**config.mk**
```make
export PLATFORM = sky130hd
export DESIGN_NAME = sdram_arb_nch
export DESIGN_NICKNAME = d
export VERILOG_FILES = /design/src/rtl/sdram_arb_nch.sv
export SDC_FILE = /design/constraint.sdc
export NUM_CORES = 1
export LEC_CHECK = 0
export BUFFER_PORTS_ARGS = -buffer_cell sky130_fd_sc_hd__buf_4
export CORE_AREA = 4 4 222 224
export DETAILED_ROUTE_END_ITERATION = 7
export DIE_AREA = 0 0 226 228
export PLACE_DENSITY = 0.72
export SYNTH_ARGS = -nofsm -noshare
export SYNTH_HDL_FRONTEND = slang
export SYNTH_SLANG_ARGS = --single-unit
```
**constraint.sdc**
```tcl
create_clock -name CLK -period 6.4 [get_ports CLK]
set_clock_uncertainty 0.05 [all_clocks]
set_input_delay 0.64 -clock CLK [delete_from_list [all_inputs] [get_ports CLK]]
set_output_delay 0.64 -clock CLK [all_outputs]
set_load 0.005 [all_outputs]
```
**src/rtl/sdram_arb_nch.sv**
```systemverilog
// rtl/sdram_arb_nch.sv - N-channel SDRAM request arbiter/demux with per-channel request latch and read return
// Optional: define SDRAM_ARB_RR_EN for round-robin arbitration (default fixed priority, channel 0 highest).
module sdram_arb_nch #(
   parameter int NCH = 4,
   parameter int AW  = 26,
   parameter int DW  = 64,
   parameter int WW  = 16
) (
   input  logic              CLK,
   input  logic              nRESET,
   input  logic [NCH-1:0]    REQ_STB,
   input  logic [NCH-1:0]    REQ_WR,
   input  logic [NCH-1:0]    REQ_BURST,
   input  logic [NCH*AW-1:0] REQ_ADDR,
   input  logic [NCH*WW-1:0] REQ_WDATA,
   input  logic [NCH*2-1:0]  REQ_BS,
   output logic [NCH*DW-1:0] RD_DATA,
   output logic [NCH-1:0]    DONE,
   output logic [NCH-1:0]    BUSY,
   output logic [NCH-1:0]    OVF,
   output logic              SDRAM_RD,
   output logic              SDRAM_WR,
   output logic              SDRAM_BURST,
   output logic [AW-1:0]     SDRAM_ADDR,
   output logic [WW-1:0]     SDRAM_DIN,
   output logic [1:0]        SDRAM_BS,
   input  logic [DW-1:0]     SDRAM_DOUT,
   input  logic              SDRAM_READY
);
   localparam int CW = $clog2(NCH);

   typedef enum logic [1:0] {S_IDLE, S_ISSUE, S_WAIT} state_t;
   state_t state_q, state_d;

   logic [NCH-1:0]    pend_q, pend_d, busy_q, busy_d, ovf_q, ovf_d, done_q, done_d;
   logic [NCH-1:0]    lwr_q, lwr_d, lburst_q, lburst_d;
   logic [NCH*AW-1:0] laddr_q, laddr_d;
   logic [NCH*WW-1:0] lwdata_q, lwdata_d;
   logic [NCH*2-1:0]  lbs_q, lbs_d;
   logic [NCH*DW-1:0] rdata_q, rdata_d;
   logic [CW-1:0]     cur_q, cur_d;
   logic              rd_q, rd_d, wr_q, wr_d, burst_q, burst_d;
   logic [AW-1:0]     addr_q, addr_d;
   logic [WW-1:0]     din_q, din_d;
   logic [1:0]        bs_q, bs_d;

   logic              done_fire, found, grant, win_acc;
   logic [NCH-1:0]    accept, cand;
   logic [CW-1:0]     win, idx;
   logic              w_wr, w_burst;
   logic [AW-1:0]     w_addr;
   logic [WW-1:0]     w_wdata;
   logic [1:0]        w_bs;

`ifdef SDRAM_ARB_RR_EN
   logic [CW-1:0]     last_q, last_d, start;
   logic [CW:0]       sum;
`endif

   // A channel finishing this cycle may take a fresh strobe without flagging overflow.
   always_comb begin
      done_fire = (state_q == S_WAIT) && SDRAM_READY;
      for (int i = 0; i < NCH; i++)
         accept[i] = REQ_STB[i] && (!busy_q[i] || (done_fire && (cur_q == CW'(i))));
      cand = pend_q | accept;
   end

   always_comb begin
      win   = '0;
      found = 1'b0;
      idx   = '0;
`ifdef SDRAM_ARB_RR_EN
      start = (last_q == CW'(NCH-1)) ? '0 : last_q + 1'b1;
      sum   = '0;
`endif
      for (int k = 0; k < NCH; k++) begin
`ifdef SDRAM_ARB_RR_EN
         sum = {1'b0, start} + (CW+1)'(k);
         if (sum >= (CW+1)'(NCH))
            sum = sum - (CW+1)'(NCH);
         idx = sum[CW-1:0];
`else
         idx = CW'(k);
`endif
         if (!found && cand[idx]) begin
            found = 1'b1;
            win   = idx;
         end
      end
   end

   // Same-cycle strobes bypass the latch so a grant costs no extra cycle.
   always_comb begin
      win_acc = accept[win];
      w_wr    = win_acc ? REQ_WR[win]              : lwr_q[win];
      w_burst = win_acc ? REQ_BURST[win]           : lburst_q[win];
      w_addr  = win_acc ? REQ_ADDR[win*AW +: AW]   : laddr_q[win*AW +: AW];
      w_wdata = win_acc ? REQ_WDATA[win*WW +: WW]  : lwdata_q[win*WW +: WW];
      w_bs    = win_acc ? REQ_BS[win*2 +: 2]       : lbs_q[win*2 +: 2];
   end

   always_comb begin
      state_d  = state_q;
      pend_d   = pend_q;
      busy_d   = busy_q;
      ovf_d    = ovf_q | (REQ_STB & ~accept);
      done_d   = '0;
      lwr_d    = lwr_q;
      lburst_d = lburst_q;
      laddr_d  = laddr_q;
      lwdata_d = lwdata_q;
      lbs_d    = lbs_q;
      rdata_d  = rdata_q;
      cur_d    = cur_q;
      rd_d     = rd_q;
      wr_d     = wr_q;
      burst_d  = burst_q;
      addr_d   = addr_q;
      din_d    = din_q;
      bs_d     = bs_q;
      grant    = 1'b0;
`ifdef SDRAM_ARB_RR_EN
      last_d   = last_q;
`endif
      for (int i = 0; i < NCH; i++) begin
         if (accept[i]) begin
            pend_d[i]               = 1'b1;
            busy_d[i]               = 1'b1;
            lwr_d[i]                = REQ_WR[i];
            lburst_d[i]             = REQ_BURST[i];
            laddr_d[i*AW +: AW]     = REQ_ADDR[i*AW +: AW];
            lwdata_d[i*WW +: WW]    = REQ_WDATA[i*WW +: WW];
            lbs_d[i*2 +: 2]         = REQ_BS[i*2 +: 2];
         end
      end
      case (state_q)
         S_IDLE: grant = SDRAM_READY && found;
         S_ISSUE: begin
            // READY was high at grant; its fall means the controller took the command.
            if (!SDRAM_READY) begin
               rd_d    = 1'b0;
               wr_d    = 1'b0;
               burst_d = 1'b0;
               state_d = S_WAIT;
            end
         end
         S_WAIT: begin
            if (SDRAM_READY) begin
               if (!lwr_q[cur_q])
                  rdata_d[cur_q*DW +: DW] = SDRAM_DOUT;
               done_d[cur_q] = 1'b1;
               if (!accept[cur_q])
                  busy_d[cur_q] = 1'b0;
               state_d = S_IDLE;
               grant   = found;
            end
         end
         default: state_d = S_IDLE;
      endcase
      if (grant) begin
         pend_d[win] = 1'b0;
         cur_d       = win;
         rd_d        = ~w_wr;
         wr_d        = w_wr;
         burst_d     = w_burst & ~w_wr;
         addr_d      = w_addr;
         din_d       = w_wdata;
         bs_d        = w_bs;
         state_d     = S_ISSUE;
`ifdef SDRAM_ARB_RR_EN
         last_d      = win;
`endif
      end
   end

   always_ff @(posedge CLK) begin
      if (!nRESET) begin
         state_q  <= S_IDLE;
         pend_q   <= '0;
         busy_q   <= '0;
         ovf_q    <= '0;
         done_q   <= '0;
         lwr_q    <= '0;
         lburst_q <= '0;
         laddr_q  <= '0;
         lwdata_q <= '0;
         lbs_q    <= '0;
         rdata_q  <= '0;
         cur_q    <= '0;
         rd_q     <= 1'b0;
         wr_q     <= 1'b0;
         burst_q  <= 1'b0;
         addr_q   <= '0;
         din_q    <= '0;
         bs_q     <= 2'b11;
`ifdef SDRAM_ARB_RR_EN
         last_q   <= CW'(NCH-1);
`endif
      end else begin
         state_q  <= state_d;
         pend_q   <= pend_d;
         busy_q   <= busy_d;
         ovf_q    <= ovf_d;
         done_q   <= done_d;
         lwr_q    <= lwr_d;
         lburst_q <= lburst_d;
         laddr_q  <= laddr_d;
         lwdata_q <= lwdata_d;
         lbs_q    <= lbs_d;
         rdata_q  <= rdata_d;
         cur_q    <= cur_d;
         rd_q     <= rd_d;
         wr_q     <= wr_d;
         burst_q  <= burst_d;
         addr_q   <= addr_d;
         din_q    <= din_d;
         bs_q     <= bs_d;
`ifdef SDRAM_ARB_RR_EN
         last_q   <= last_d;
`endif
      end
   end

   assign RD_DATA     = rdata_q;
   assign DONE        = done_q;
   assign BUSY        = busy_q;
   assign OVF         = ovf_q;
   assign SDRAM_RD    = rd_q;
   assign SDRAM_WR    = wr_q;
   assign SDRAM_BURST = burst_q;
   assign SDRAM_ADDR  = addr_q;
   assign SDRAM_DIN   = din_q;
   assign SDRAM_BS    = bs_q;
endmodule

```
==> results.toml, run 1 <==
[sta]
min_period_over_period_pct = 67.5
final_max_slew_viol_count = 0
worst_slew_pin_slew_ns = 1.19
hold_slack_ns = 0.226
setup-violations-final = 0
max_freq_mhz = 232
final.setup.tns_ns = 0
rsz0062_at_grt = "false"
relSlewSlack_pct = 20.5
finalHoldViolCount = 0
setup_slack_ns = 2.08
min_period_ns = 4.32

[worst_hold_path]
hold_start = "SDRAM_READY"
hold_class = "input pin to register"

[finish]
post-route-cell-area_um2 = 28400
finalNonFillerCells = 3627
final_nets = 3233
areaGrowthSynthToFinish_pct = 29.0
layout-drive-gt1-share_pct = 24.0
utilization_pct = 59.9

[drt]
drt_first_pass_iters = 5
wl_um = 79600
routed_via_density = 5.70
vias = 20675
first_iter_violations = 1664
wl_per_cell_um = 21.9
drt.antenna.violating_nets = 0
remaining_drc_errors = 0

[critical_path]
cp_num_buf_inv = 2
slowest_stage = "o31ai_4"
crit_family = "compound AO/OA/AOI/OAI gates"
timing.rr.start = "cur_q[0]$_SDFFE_PN0P_"
worstSetupEndpointType = "register"
start_kind = "register"
cpPeakStageDelay_ns = 0.92
crit_fanout = 47
path_cells = "ha_1 > nand4b_1 > a21bo_2 > buf_4 > o21a_1 > o31ai_4 > buf_12 > mux2_2 > o22ai_1 > o311ai_0"
crit_type = "register to register"
arrival_ns = 4.69
critPathRequiredTime_ns = 6.77
crit_start = "cur_q[0]$_SDFFE_PN0P_"

[floorplanning]
coreArea_um2 = 47300
die_x_um = 226
die_h_um = 228
num_io_pins = 570
dieArea_um2 = 51500
core.rowCount = 80
initial_core_util_pct = 46.4

[global_routing]
antenna_found_initial = 6
grt_usage_pct = 29.2
grt_overflow = 0
grt_pass1_wl_um = 120000
first_global_vias = 19956
grt_start_max_net_pins = 205

[synth]
synth_fp_nets = 2803
synth_cell_type_count = 55
synth.most_common_cell = "nand2_1"
postSynthCellCount = 2541
synthTopCellsByArea = "dfxtp_1, a21boi_0, nand2_1"
ys_top_cells_by_count = "nand2_1, dfxtp_1, a21boi_0"
postSynthAreaPerCell_um2 = 8.65
yosysWarningCount = 0
synth_flop_cell = "dfxtp_1"
ys_seq_elements = 507
synthArstFlopShare_pct = 0
synth_top_area_cell = "dfxtp_1"
synth_top_cell_area_share_pct = 46.2
yosysSeqAreaShare_pct = 46.2
synth_edf_count = 0
syn_area_um2 = 22000

[placed_design]
dp_slack_ns = 2.09
placed_area_um2 = 26500
dp_hpwl_um = 53000
routabilityCongestion = 0.886
io_buffers = 569
post-place-cells = 3531

[status]
outcome = "complete, no violations"

[clock_network]
clock-sinks = 507
cts_made_buffers = 53
cts_hold_buf = 0
cts_tree = "done"
post_cts_resize_count = 0
postCtsSetupBuffers = 0
clockBufferDepth = 3
cts-root-buf = "clkbuf_16"
path_clk_slew_ns = 0.06
clk_latency_ns = 0.60
h-tree-depth = 2

[power_and_ir_drop]
total_power_mw = 7.61
power_leakage_nw = 11.7
ir_drop_uv = 173
p_per_area_nw_per_um2 = 268

[flow_run]
drv_cap = 0
-- sequential cells by signal, indices dropped and copies added, names as in the netlist, 8 cells and up --
signal / count
RD_DATA: 256
SDRAM_DIN: 16
laddr_q: 104
lbs_q: 8
lwdata_q: 64
SDRAM_ADDR: 26
-- layout by cell type, fill, tap and decap left out, drive strengths merged, types with 2 or more instances in the layout --
| cell type | synthesis | final |
|---|---|---|
| o211ai | 2 | 2 |
| clkbuf | 197 | 83 |
| mux2i | 174 | 174 |
| nand2 | 643 | 643 |
| ha | 7 | 7 |
| and2 | 5 | 5 |
| mux2 | 5 | 5 |
| nor3b | 3 | 3 |
| a31oi | 48 | 48 |
| and3 | 5 | 5 |
| dfxtp | 507 | 507 |
| o21a | 2 | 2 |
| a21boi | 447 | 447 |
| o211a | 4 | 4 |
| buf | 27 | 599 |
| a21oi | 8 | 8 |
| a311oi | 2 | 2 |
| nand3b | 3 | 3 |
| nand3 | 260 | 260 |
| clkinv | 0 | 5 |
| a21o | 2 | 2 |
| diode | 0 | 2 |
| o21ai | 50 | 50 |
| inv | 5 | 6 |
| a31o | 4 | 4 |
| nand4 | 2 | 2 |
| nor2 | 13 | 13 |
| o22ai | 4 | 4 |
| bufinv | 0 | 4 |
| nor3 | 3 | 3 |
| nand4b | 2 | 2 |
| mux4 | 3 | 3 |
| o22a | 80 | 80 |
| nor2b | 8 | 8 |
-- kinds of logic after synthesis --
group | synth area share [%]
compound gates | 22.4
xor+xnor | 0.0398
simple gates | 18.3
flops | 46.2
mux | 8.49
fa+ha+maj | 0.398
buf+inv | 4.28
-- worst paths after layout --
path,end,slack (ns),cells past startpoint
worst max-delay path,SDRAM_BS[1]$_SDFFE_PN1P_,2.08,10
worst max register to register,SDRAM_BS[1]$_SDFFE_PN1P_,2.08,10
worst min register to register,RD_DATA[160]$_SDFFE_PN0P_,0.40,2
worst min-delay path,state_q[1]$_SDFFE_PP0P_,0.23,2
-- layout make-up --
cell class                 instances  area, um^2
clock buffer                      83        1650
inverter                           5        18.8
multi-input combinational       1805       11100
fill                            4109       19000
sequential                       507       10100
antenna                            2        5.00
tap                              615         769
timing repair buffer             599        4540
clock inverter                    11         161
-- where the power goes --
part / switching, mW / internal [mW] / total [mW]
clock: 1.27 / 1.92 / 3.19
combinational: 0.598 / 0.466 / 1.06
sequential: 0.0780 / 3.27 / 3.35
-- worst register-to-register path: stages (launching register included) --
cell      delay [ns]
dfxtp_1         0.60
ha_1            0.30
nand4b_1        0.29
a21bo_2         0.30
buf_4           0.29
o21a_1          0.32
o31ai_4         0.92
buf_12          0.39
mux2_2          0.38
o22ai_1         0.15
o311ai_0        0.16
-- routing by layer --
layer / share of wire [%] / up-vias / wire length (um) / global-route usage, %
met2: 47 / 975 / 37100 / 47.5
met5: 0.089 / - / 71 / 0
li1: - / 9652 / - / -
met4: 4.6 / 10 / 3690 / 12.2
met1: 39 / 9846 / 31200 / 36.6
met3: 9.4 / 192 / 7470 / 7.83
(Power assumes the default switching activity.)
==> run 2, diff against run 1 <==
clock period = 4.2 ns   (was 6.4 ns; I/O delays follow)
==> run 2 against run 1 <==
Flip-flop and latch count is the same. Final cell count up 0.63%. Design area grew 0.46%. Routed wire length is 2.0% higher. Core utilization increased by 0.27 points. First-iteration DRC count grew 10%. Highest routed layer unchanged. Critical endpoint is now SDRAM_ADDR[24]$_SDFFE_PN0P_. Non-clock buffer count grew 16. Clock power up 47%. Largest power group unchanged. Register-to-register slack worse by 1.5 ns.
==> results.toml, run 2 (synthesized netlist as in run 1, its figures left out) <==
[power_and_ir_drop]
p_per_area_nw_per_um2 = 402
power_leakage_nw = 11.7
ir_drop_uv = 314

[sta]
final.setup.tns_ns = 0
max_freq_mhz = 277
min_period_ns = 3.60
worst_slew_pin_slew_ns = 1.23
final_max_slew_viol_count = 0
setup_slack_ns = 0.596
setup-violations-final = 0
rsz0062_at_grt = "false"
min_period_over_period_pct = 85.8
relSlewSlack_pct = 17.5
finalHoldViolCount = 0

[clock_network]
clk_latency_ns = 0.60
cts_tree = "done"
path_clk_slew_ns = 0.06
h-tree-depth = 2
clock-sinks = 507
cts-root-buf = "clkbuf_16"
clockBufferDepth = 3
post_cts_resize_count = 0
cts_made_buffers = 53

[critical_path]
crit_type = "register to register"
worstSetupEndpointType = "register"
arrival_ns = 4.00
crit_fanout = 27
critPathRequiredTime_ns = 4.59
start_kind = "register"
reg2regPathDepth = 10

[worst_hold_path]
hold_class = "input pin to register"
hold_path_depth = 3

[global_routing]
antenna_found_initial = 13
first_global_vias = 20019
grt_pass1_wl_um = 123000
grt_usage_pct = 29.7
grt_start_max_net_pins = 144
grt_overflow = 0

[drt]
wl_um = 81200
remaining_drc_errors = 0
drt_first_pass_iters = 5
routed_via_density = 5.77
first_iter_violations = 1838
vias = 21053
drt.antenna.violating_nets = 0
wl_per_cell_um = 22.2

[floorplanning]
initial_core_util_pct = 46.4
core.rowCount = 80
coreArea_um2 = 47300
die_h_um = 228
num_io_pins = 570
die_x_um = 226
dieArea_um2 = 51500

[finish]
utilization_pct = 60.2
final_cell_mix = "nand2_1, buf_4, dfxtp_1"
layout_commonest_cell = "nand2_1"
layout-drive-gt1-share_pct = 24.5
areaGrowthSynthToFinish_pct = 29.6
post-route-cell-area_um2 = 28500
largest_reg_flops = 256
final_nets = 3249
finalNonFillerCells = 3650

[flow_run]
drv_cap = 0

[placed_design]
routabilityCongestion = 0.893
post-place-cells = 3546
placed_area_um2 = 26700
io_buffers = 569
dp_hpwl_um = 55000
dp_slack_ns = 0.677

[status]
outcome = "complete, no violations"
## run 2: cell count changes in the layout (fill, tap and decap cells not counted), sizes merged
cell | before | now
buf | 599 | 614
bufinv | 4 | 1
clkbuf | 83 | 79
clkinv | 5 | 14
clkinvlp | 1 | 0
diode | 2 | 7
dlygate4sd3 | 0 | 1
inv | 6 | 7
## run 2: timing repair
| item | CTS | global route |
|---|---|---|
| buffers inserted | 0 | 0 |
| hold endpoints to repair | 1 | 0 |
| hold buffers | 1 | 0 |
## run 2: worst max-delay path, stage by stage, from the launching register on
cell and delay (ns):
dfxtp_1 0.63, inv_1 0.23, ha_1 0.33, nand4b_1 0.38, a31o_2 0.32, and2_1 0.34, nand2_1 0.21, nand2_2 0.41
buf_12 0.26, o22a_1 0.18, a31oi_1 0.08
## run 2: routing by layer
metal,up-vias,GRT usage [%],wire length (um)
met5,-,0,116
met4,14,9.15,2550
met3,176,7.59,7800
met2,1052,49.5,38500
met1,10110,38.0,32200
li1,9701,-,-
## run 2: final timing paths
| check | start | slack (ns) | end |
|---|---|---|---|
| hold reg to reg | RD_DATA[150]$_SDFFE_PN0P_ | 0.40 | RD_DATA[150]$_SDFFE_PN0P_ |
| hold / removal | REQ_WDATA[31] | 0.03 | lwdata_q[31]$_SDFFE_PN0P_ |
| setup reg to reg | cur_q[0]$_SDFFE_PN0P_ | 0.60 | SDRAM_ADDR[24]$_SDFFE_PN0P_ |
| setup / recovery | cur_q[0]$_SDFFE_PN0P_ | 0.60 | SDRAM_ADDR[24]$_SDFFE_PN0P_ |
## run 2: cell type report
cell class / instances / area (um^2)
fillers: 4180 / 18800
multi-input cells: 1805 / 11100
flip-flops and latches: 507 / 10100
repair buffers: 615 / 4750
clock buffers: 79 / 1600
well taps: 615 / 769
clock inverters: 17 / 121
inverters: 5 / 18.8
diodes: 7 / 17.5
## run 2: where the power goes
part	leakage, nW	switching (mW)	internal, mW
clock network	0.870	2.00	2.69
logic	6.75	0.925	0.728
registers	4.13	0.123	4.98
total	11.7	3.05	8.40
## run 2: per-stage QoR
stage | total power [mW] | hold WS, ns
after floorplan | 6.12 | 0.391
after CTS | 11.5 | 0.00579
final | 11.5 | 0.0343
after global placement | 6.80 | 0.388
after detailed placement | 6.83 | 0.396
after global routing | 11.8 | 0.0194
==> run 3, diff against run 2 <==
--- a/config.mk
+++ b/config.mk
@@ -6,9 +6,9 @@
 export NUM_CORES = 1
 export LEC_CHECK = 0
-export BUFFER_PORTS_ARGS = -buffer_cell sky130_fd_sc_hd__buf_4
 export CORE_AREA = 4 4 222 224
 export DETAILED_ROUTE_END_ITERATION = 7
 export DIE_AREA = 0 0 226 228
-export PLACE_DENSITY = 0.72
+export DONT_BUFFER_PORTS = 1
+export PLACE_DENSITY = 0.63
 export SYNTH_ARGS = -nofsm -noshare
 export SYNTH_HDL_FRONTEND = slang
==> constraint.sdc (replaced) <==
create_clock -name CLK -period 4.2 [get_ports CLK]
set_clock_uncertainty 0.05 [all_clocks]
set_input_delay 0.84 -clock CLK [delete_from_list [all_inputs] [get_ports CLK]]
set_output_delay 0.84 -clock CLK [all_outputs]
set_load 0.005 [all_outputs]
==> run 3 against run 2 <==
Design area decreased by 16%. Sequential power about the same. Die area unchanged. Critical path depth unchanged. Global-route usage decreased by 2.5 points. Sequential share of layout area increased by 6.7 points. Via count decreased by 13%. Routed wire length decreased by 7.8%. Final cell count decreased by 16%. Power decreased by 5.8%. Maximum frequency decreased by 0.78%. Critical endpoint is now SDRAM_DIN[12]$_SDFFE_PN0P_. Worst hold slack improved by 0.24 ns. Critical path type unchanged.
==> results.toml, run 3 (synthesized netlist as in run 1, its figures left out) <==
[critical_path]
crit_type = "register to register"
crit_cells = 10
setup.worst_path.end = "SDRAM_DIN[12]$_SDFFE_PN0P_"
worstSetupEndpointType = "register"
crit_family = "simple AND/OR/NAND/NOR gates"
reg2regPathDepth = 10
timing.rr.start = "cur_q[0]$_SDFFE_PN0P_"
critPathRequiredTime_ns = 4.61
arrival_ns = 4.05
path_cells = "inv_1 > ha_1 > nand4b_1 > a31o_2 > and2_1 > nand2_1 > nand2_2 > buf_4 > o22a_1 > a31oi_1"
r2r_end = "SDRAM_DIN[12]$_SDFFE_PN0P_"
crit_fanout = 21
slowest_stage = "dfxtp_1"
start_kind = "register"
crit_start = "cur_q[0]$_SDFFE_PN0P_"
cpPeakStageDelay_ns = 0.59
rrSetupSlack_ns = 0.57
cp_num_buf_inv = 2

[finish]
multiInputGateArea_um2 = 11100
seq_area_um2 = 10100
largest_reg_flops = 256
layout-drive-gt1-share_pct = 6.34
final_cell_mix = "nand2_1, dfxtp_1, a21boi_0"
post-route-cell-area_um2 = 24000
finalNonFillerCells = 3061
utilization_pct = 50.6
filler_cell_count = 4496
final_nets = 2671
areaGrowthSynthToFinish_pct = 9.00
layout_commonest_cell = "nand2_1"

[drt]
remaining_drc_errors = 0
vias = 18297
wl_per_cell_um = 24.4
drt_first_pass_iters = 5
routed_via_density = 5.98
first_iter_violations = 1586
wl_um = 74800
drt.antenna.violating_nets = 0

[worst_hold_path]
hold_class = "input pin to register"
hold_start = "SDRAM_READY"

[sta]
min_period_ns = 3.63
max_freq_mhz = 275
worst_slew_pin_slew_ns = 1.47
final.setup.tns_ns = 0
finalHoldViolCount = 0
setup_slack_ns = 0.568
rsz0062_at_grt = "false"
hold_slack_ns = 0.270
min_period_over_period_pct = 86.5
final_max_slew_viol_count = 0
setup-violations-final = 0
relSlewSlack_pct = 2.11

[placed_design]
io_buffers = 0
post-place-cells = 2968
dp_slack_ns = 0.583
routabilityCongestion = 0.881
placed_area_um2 = 22300
dp_hpwl_um = 49800

[flow_run]
drv_cap = 0

[global_routing]
antenna_found_initial = 0
grt_overflow = 0
grt_start_max_net_pins = 510
grt_pass1_wl_um = 111000
grt_usage_pct = 27.3
first_global_vias = 16893

[floorplanning]
num_io_pins = 570
initial_core_util_pct = 46.4
coreArea_um2 = 47300
die_h_um = 228
dieArea_um2 = 51500
die_x_um = 226
core.rowCount = 80

[clock_network]
clockBufferDepth = 3
cts_hold_buf = 0
cts_made_buffers = 54
postCtsSetupBuffers = 0
h-tree-depth = 2
post_cts_resize_count = 0
clock-sinks = 507
path_clk_slew_ns = 0.06
clk_latency_ns = 0.60
cts-root-buf = "clkbuf_16"
cts_tree = "done"

[power_and_ir_drop]
power_leakage_nw = 8.70
total_power_mw = 10.8
ir_drop_uv = 348
p_per_area_nw_per_um2 = 450

[status]
outcome = "complete, no violations"
-- run 3: final cells by class --
cell class / count / area share, %
multi-input cells: 1805 / 46.2
well taps: 615 / 3.21
clock buffers: 74 / 6.24
flip-flops and latches: 507 / 42.4
inverters: 5 / 0.0783
diodes: 1 / 0.0104
repair buffers: 36 / 1.34
clock inverters: 18 / 0.595
-- run 3: worst min-delay path by stage --
| stage | end | slack, ns | cells past startpoint |
|---|---|---|---|
| global placement | lbs_q[5]$_SDFFE_PN0P_ | 0.40 | 2 |
| global route | state_q[1]$_SDFFE_PP0P_ | 0.24 | 1 |
| detailed placement | lwdata_q[9]$_SDFFE_PN0P_ | 0.41 | 2 |
| CTS | state_q[1]$_SDFFE_PP0P_ | 0.23 | 1 |
| floorplan | lbs_q[1]$_SDFFE_PN0P_ | 0.39 | 2 |
| finish | state_q[1]$_SDFFE_PP0P_ | 0.27 | 1 |
-- run 3: power by group --
group | switching [mW] | total, mW | internal (mW)
registers | 0.142 | 5.13 | 4.99
clock network | 1.95 | 4.49 | 2.54
logic | 0.683 | 1.17 | 0.492
-- run 3: per-layer routing --
metal | part of all wire [%] | track usage [%] | vias to the layer above
met2 | 46 | 43.8 | 803
met1 | 38 | 33.2 | 8823
met5 | 0 | 0 | -
met4 | 3.2 | 8.65 | 0
met3 | 13 | 11.6 | 131
li1 | - | - | 8540
